**src/rtl/dma_burst_splitter_pkg.sv**
```systemverilog
//------------------------------------------------------------------------------
// Module   : dma_burst_splitter_pkg
// Brief    : Shared definitions for the DMA burst splitter and DMA wrapper.
//            Provides direction codes, FSM state encoding and default
//            burst/boundary sizing.
// Revision : 1.0 - initial release
//------------------------------------------------------------------------------
`default_nettype none

package dma_burst_splitter_pkg;

    // Direction encoding seen by the DMA channel
    localparam logic DMA_DIR_WR = 1'b0;
    localparam logic DMA_DIR_RD = 1'b1;

    // Default sizing, shared with the DMA wrapper instance
    localparam int unsigned DEF_MAX_BURST = 256;
    localparam int unsigned DEF_BOUNDARY  = 4096;

    // Splitter FSM encoding
    typedef enum logic [2:0] {
        ST_IDLE      = 3'd0,
        ST_CALC      = 3'd1,
        ST_REQ       = 3'd2,
        ST_WAIT_DONE = 3'd3,
        ST_FIN       = 3'd4
    } state_t;

endpackage : dma_burst_splitter_pkg

`default_nettype wire

```
**src/rtl/dma_burst_splitter.sv**
```systemverilog
//------------------------------------------------------------------------------
// Module   : dma_burst_splitter
// Brief    : Splits one transfer job into DMA requests capped at MAX_BURST
//            bytes that never cross a BOUNDARY-aligned address. Control
//            only; the data path is untouched.
// Revision : 1.0 - initial release
//------------------------------------------------------------------------------
`default_nettype none

module dma_burst_splitter
    import dma_burst_splitter_pkg::*;
#(
    parameter int unsigned MAX_BURST = DEF_MAX_BURST,
    parameter int unsigned BOUNDARY  = DEF_BOUNDARY
) (
    input  logic        clk_100m,
    input  logic        i_reset_n,
    // Job interface
    input  logic        i_job_valid,
    output logic        o_job_ready,
    input  logic        i_job_dir,
    input  logic [31:0] i_job_addr,
    input  logic [31:0] i_job_len,
    output logic        o_job_done,
    output logic        o_job_err,
    // DMA request interface
    output logic        o_req,
    input  logic        i_ack,
    output logic        o_req_dir,
    output logic [31:0] o_req_addr,
    output logic [31:0] o_req_len,
    input  logic        i_req_done,
    // Status
    output logic        o_busy,
    output logic [15:0] o_burst_cnt
);

    localparam logic [31:0] c_max_burst = 32'(MAX_BURST);
    localparam logic [31:0] c_boundary  = 32'(BOUNDARY);
    localparam logic [31:0] c_bound_msk = c_boundary - 32'd1;

    state_t      r_state;
    state_t      w_state_nxt;

    logic        r_dir;
    logic [31:0] r_cur_addr;
    logic [31:0] r_rem;
    logic [31:0] r_chunk;
    logic        r_done_seen;

    logic        w_accept;
    logic        w_job_bad;
    logic        w_chunk_done;
    logic        w_last_chunk;
    logic [31:0] w_to_bound;
    logic [31:0] w_chunk;

    logic        w_req_nxt;
    logic        w_busy_nxt;
    logic        w_ready_nxt;
    logic        w_done_nxt;
    logic        w_err_nxt;

    // A job offered in IDLE is malformed if empty or not word-aligned
    assign w_job_bad    = (i_job_len == 32'd0) || (i_job_addr[1:0] != 2'b00) ||
                          (i_job_len[1:0] != 2'b00);
    assign w_accept     = i_job_valid && (r_state == ST_IDLE);
    // Completion may have been seen together with the ack
    assign w_chunk_done = i_req_done || r_done_seen;
    assign w_last_chunk = (r_rem == r_chunk);

    // Chunk = min(remaining, MAX_BURST, bytes left before next boundary)
    assign w_to_bound = c_boundary - (r_cur_addr & c_bound_msk);
    always_comb begin
        w_chunk = r_rem;
        if (c_max_burst < w_chunk) begin
            w_chunk = c_max_burst;
        end
        if (w_to_bound < w_chunk) begin
            w_chunk = w_to_bound;
        end
    end

    // State register plus registered versions of the state-derived outputs
    always_ff @(posedge clk_100m) begin
        if (!i_reset_n) begin
            r_state     <= ST_IDLE;
            o_req       <= 1'b0;
            o_busy      <= 1'b0;
            o_job_ready <= 1'b1;
            o_job_done  <= 1'b0;
            o_job_err   <= 1'b0;
        end else begin
            r_state     <= w_state_nxt;
            o_req       <= w_req_nxt;
            o_busy      <= w_busy_nxt;
            o_job_ready <= w_ready_nxt;
            o_job_done  <= w_done_nxt;
            o_job_err   <= w_err_nxt;
        end
    end

    // Next-state decision
    always_comb begin
        w_state_nxt = r_state;
        case (r_state)
            ST_IDLE: begin
                if (w_accept && !w_job_bad) begin
                    w_state_nxt = ST_CALC;
                end
            end
            ST_CALC: begin
                w_state_nxt = ST_REQ;
            end
            ST_REQ: begin
                if (i_ack) begin
                    w_state_nxt = ST_WAIT_DONE;
                end
            end
            ST_WAIT_DONE: begin
                if (w_chunk_done) begin
                    w_state_nxt = w_last_chunk ? ST_FIN : ST_CALC;
                end
            end
            ST_FIN: begin
                w_state_nxt = ST_IDLE;
            end
            default: begin
                w_state_nxt = ST_IDLE;
            end
        endcase
    end

    // Output decode from the next state so every output leaves a flop
    always_comb begin
        w_req_nxt   = (w_state_nxt == ST_REQ);
        w_busy_nxt  = (w_state_nxt != ST_IDLE);
        w_ready_nxt = (w_state_nxt == ST_IDLE);
        w_done_nxt  = (w_state_nxt == ST_FIN);
        w_err_nxt   = w_accept && w_job_bad;
    end

    // Job datapath: latch job, load request fields, advance per chunk
    always_ff @(posedge clk_100m) begin
        if (!i_reset_n) begin
            r_dir       <= DMA_DIR_WR;
            r_cur_addr  <= 32'd0;
            r_rem       <= 32'd0;
            r_chunk     <= 32'd0;
            r_done_seen <= 1'b0;
            o_req_dir   <= DMA_DIR_WR;
            o_req_addr  <= 32'd0;
            o_req_len   <= 32'd0;
            o_burst_cnt <= 16'd0;
        end else begin
            case (r_state)
                ST_IDLE: begin
                    if (w_accept && !w_job_bad) begin
                        r_dir       <= i_job_dir;
                        r_cur_addr  <= i_job_addr;
                        r_rem       <= i_job_len;
                        r_done_seen <= 1'b0;
                        o_burst_cnt <= 16'd0;
                    end
                end
                ST_CALC: begin
                    r_chunk    <= w_chunk;
                    o_req_dir  <= r_dir;
                    o_req_addr <= r_cur_addr;
                    o_req_len  <= w_chunk;
                end
                ST_REQ: begin
                    if (i_ack && i_req_done) begin
                        r_done_seen <= 1'b1;
                    end
                end
                ST_WAIT_DONE: begin
                    if (w_chunk_done) begin
                        r_cur_addr  <= r_cur_addr + r_chunk;
                        r_rem       <= r_rem - r_chunk;
                        r_done_seen <= 1'b0;
                        if (o_burst_cnt != 16'hFFFF) begin
                            o_burst_cnt <= o_burst_cnt + 16'd1;
                        end
                    end
                end
                default: begin
                end
            endcase
        end
    end

endmodule : dma_burst_splitter

`default_nettype wire

```
**config.mk**
```make
export PLATFORM = sky130hd
export DESIGN_NAME = dma_burst_splitter
export DESIGN_NICKNAME = d
export VERILOG_FILES = /design/src/rtl/dma_burst_splitter_pkg.sv /design/src/rtl/dma_burst_splitter.sv
export SDC_FILE = /design/constraint.sdc
export NUM_CORES = 1
export LEC_CHECK = 0
export ABC_AREA = 0
export CORE_MARGIN = 2
export CORE_UTILIZATION = 26
export DETAILED_ROUTE_END_ITERATION = 6
export MAX_ROUTING_LAYER = met4
export PLACE_DENSITY = 0.52
export SLEW_MARGIN = 20
export SYNTH_ARGS = -nofsm -noshare
export SYNTH_HDL_FRONTEND = slang
export SYNTH_SLANG_ARGS = --single-unit
export TNS_END_PERCENT = 30
```
**constraint.sdc**
```tcl
create_clock -name clk_100m -period 3.96 [get_ports clk_100m]
set_input_delay 0.99 -clock clk_100m [delete_from_list [all_inputs] [get_ports clk_100m]]
set_output_delay 0.99 -clock clk_100m [all_outputs]
set_load 0.01 [all_outputs]
```
==> run summary <==
The period utilization was 87.02%; the final routed wire length divided by cell count was 17.62 um. After floorplanning, the core was divided into 71 placement rows. The floorplan step defined a die boundary enclosing 39670 um2. After filler insertion, the fill cell instance count of the layout stands at 3932. The proportion of layout cells with a drive suffix above 1 is 5.874%. TritonCTS built the clock tree. The maximum cell stage delay along the critical path is 0.44 ns, and the DRC violation count after routing is 0. The maximum number of pins on one net before global-route repair came out at 78. Sorting the synthesized cells by how often they occur yields 198 x nand2_1, 155 x dfxtp_1, 113 x a21oi_1. The max-cap check violation count came out at 0.

For the CTS buffer count, the log shows 17. The arrival time at the worst endpoint is 3.75 ns, and the area of the mapped netlist is 9903 um2. Walking the worst path, the cells encountered are ha_1 -> inv_1 -> fa_1 -> nor2b_1 -> o21ai_0 -> a21oi_1 -> o31ai_1 -> a31o_2 -> a21oi_1 -> a31oi_1 -> o21ai_0 -> mux2i_1 -> o21ai_0. Once the floorplan was initialized, standard cells occupied 26.35% of the core.

The run gives 53150 um as the first-pass GRT wire length. The most common cell in the synthesized netlist is nand2_1. After synthesis, the cell types taking the most area are dfxtp_1 31%, ha_1 9.6%, nand2_1 7.5%. The worst setup path is captured at a flop. For the wire length on met2, the log shows 14670 um. The combined buffer and inverter count along the critical path was 1. Routability-driven placement finished with a final weighted congestion of 0.8707. In this run, post-CTS repair resized a total of 0 instances. The number of enable-type register cells in the synthesized netlist was 0; the number of sinks handled by clock tree synthesis was 155. The most used flip-flop cell after synthesis is dfxtp_1.

The share of the Yosys chip area taken by registers is 31.33%. The logs give 9338 for the number of global-route vias before repair and 0 for the number of nets with antenna violations after detailed routing. The worst-case IR drop observed on VDD is 0.2162 mV. The slowest stage cell on the critical path is dfxtp_1. The number of warning messages in the yosys log was 0. The area growth from synthesis to layout is 27.47%.

Using the TritonRoute via totals, the vias-per-cell ratio works out to 4.994. The kind of critical path is reg -> reg. The worst path meets setup with 0.5141 ns of slack. For the number of instances in the synthesized netlist, the log shows 1280. Clock-pin slew was measured on the worst setup and hold paths at 0.06 ns.

For the pin with the worst max-slew slack, the measured transition is 0.9243 ns. For this design the ratio of total power to cell area is 308.2 nW/um2. OpenSTA, run right after detailed placement, puts the worst setup slack at 0.2991 ns. For this run, the detailed router's first-pass iteration total came to 7. The netlist uses 76 different library cells.

Among the stages of the critical path, the cell type that occurs most often is o21ai_0. The floorplan step set the die width to 199.2 um. The utilization after layout is 33.59%, and the core outline area is 37580 um2. The logs give 1 for the number of antenna violations at the first check in global routing and 0.01598 ns for the worst clock skew.

Top routing layer in use: met4. The total number of nets in the final design came out at 1566. Subtracting the final worst setup slack from the clock period gives 3.446 ns. The logs give 0 for the global-route congestion overflow total and 17.73% for the all-layer global routing usage. The design draws 3.890 mW. The tools report the deepest level of the CTS H-tree as 4. Setup violations remaining at the end of the flow were counted as 0. The worst pin sits at a relative slew slack of 38.38%. The static leakage came out at 4.921 nW. Synthesis inferred 155 register bits. The flow ran to the end, and the final reports show no timing, DRC or antenna violations. During I/O placement, the number of pins put on the boundary was 156.

The post-route setup TNS was 0 ns; the height of the die was 199.2 um. The run gives 0.44 ns as the clock latency on the worst-skew pair. The HPWL after detailed placement is 25250 um. Final count of hold timing violations: 0. In this run the biggest area consumer among cell types represents 31.33% of the synthesized area. Wires add up to 34210 um.

The number of port buffers was 155. The routed layout has 9698 vias. The kind of cell with the highest combined delay along the critical path is compound AO/OA/AOI/OAI gates.

The run gives 633 as the starting DRC count in detailed routing. For the number of pins exceeding their max-slew limit in the final report, the log shows 0. Number of buffers on the longest clock path: 2.

Derived from the worst setup path, the maximum achievable clock frequency is 290.2 MHz. CTS placed an instance of clkbuf_16 at the clock tree root. The tools report the startpoint kind of the worst setup timing path as a flop. The tightest min-delay check is of the reg -> reg type. The number of buffers inserted by hold repair at cts came out at 0. Detailed routing placed a total of 1803 um of wire on met3. The run gives 0 as the total setup buffers inserted after CTS. Averaged over all synthesized cells, the footprint is 7.737 um2. The detailed router put a total of 17210 um of wire on met1.

The required time of the worst setup path was 4.27 ns. Setup repair after global routing left no endpoint under its margin. The async set-reset flop share out of synthesis was 0%; the largest driver fanout on the critical path was 7. Cell type with the largest total area after synthesis: dfxtp_1.
## worst paths after layout
kind,startpoint,endpoint,slack [ns],depth (start not counted)
worst max register to register,r_cur_addr[0],r_cur_addr[30],0.51,13
worst max-delay path,r_cur_addr[0],r_cur_addr[30],0.51,13
worst min-delay path,o_req_addr[2],o_req_addr[2],0.46,2
worst min register to register,o_req_addr[2],o_req_addr[2],0.46,2
## cells by family (layout without fill, tap and decap cells)
logic type,count (synthesis),after routing,synth area share [%]
AND/OR/NAND/NOR,481,481,22.41
AO/OA/AOI/OAI,360,360,23.46
flip-flops,155,155,31.33
buffers and inverters,121,268,5.054
adder cells (fa/ha/maj),78,78,10.01
XOR/XNOR,66,66,5.837
multiplexers,18,18,1.857
other,1,5,0.03787
## state kept, by name, summed over array words and instances, names as in the netlist
| register | flops |
|---|---|
| r_chunk | 32 |
| o_job_done | 1 |
| o_req_dir | 1 |
| r_state | 3 |
| r_dir | 1 |
| r_cur_addr | 32 |
| o_req_addr | 32 |
| o_job_ready | 1 |
| r_rem | 32 |
| o_burst_cnt | 16 |
| o_req | 1 |
| o_job_err | 1 |
| r_done_seen | 1 |
| o_busy | 1 |
## per-layer routing
metal | vias up | GRT usage (%)
met2 | 272 | 26.66
met3 | 36 | 2.717
li1 | 4845 | -
met1 | 4545 | 24.78
met4 | 0 | 4.339
met5 | - | -
## cells in the final DEF (no fill, tap or decap), types with 7 or more instances in the layout
cell	count
clkbuf_16	17
nor3_1	37
nor4_1	20
xnor2_1	39
and3_1	14
a21o_1	28
o22ai_1	7
dfxtp_1	155
clkdlybuf4s50_1	155
a211oi_1	15
a31oi_1	28
inv_1	57
mux2i_1	15
ha_1	76
and2_1	17
o21ai_0	74
nor2_1	101
nor2b_1	9
o21bai_1	9
o211ai_1	10
a311oi_1	18
xor2_1	27
buf_4	21
nand2b_1	15
nand4_1	12
nand3_1	30
o21a_1	10
nand2_1	196
a21oi_1	113
## through the flow
stage                     instance area [um2]  hold WS, ns  std cells
after global placement                  12050       0.4408       1910
after detailed placement                12050       0.4461       1910
after floorplan                          9915       0.4289       1283
final                                   12620       0.4563       1942
after CTS                               12620       0.4556       1941
after global routing                    12620       0.4810       1942
## final cells by class
class / count / area, um2 / area share, %
multi-input combinational: 1007 / 6319 / 50.05
sequential: 155 / 3103 / 24.58
timing repair buffer: 179 / 1769 / 14.02
tap: 511 / 639.4 / 5.065
clock buffer: 19 / 432.9 / 3.429
inverter: 58 / 217.7 / 1.725
clock inverter: 12 / 140.1 / 1.110
antenna: 1 / 2.502 / 0.01982
## worst register-to-register path, stage by stage, from the launching register on
cell	delay [ns]
dfxtp_1	0.44
ha_1	0.21
inv_1	0.05
fa_1	0.37
nor2b_1	0.16
o21ai_0	0.12
a21oi_1	0.31
o31ai_1	0.18
a31o_2	0.33
a21oi_1	0.28
a31oi_1	0.23
o21ai_0	0.33
mux2i_1	0.23
o21ai_0	0.09
## report_power, final
group | switching [mW] | internal [mW]
Clock | 0.745 | 0.933
Combinational | 0.335 | 0.282
Sequential | 0.0195 | 1.58
Total | 1.10 | 2.79
Note: power is estimated with default switching activity, not from simulation.
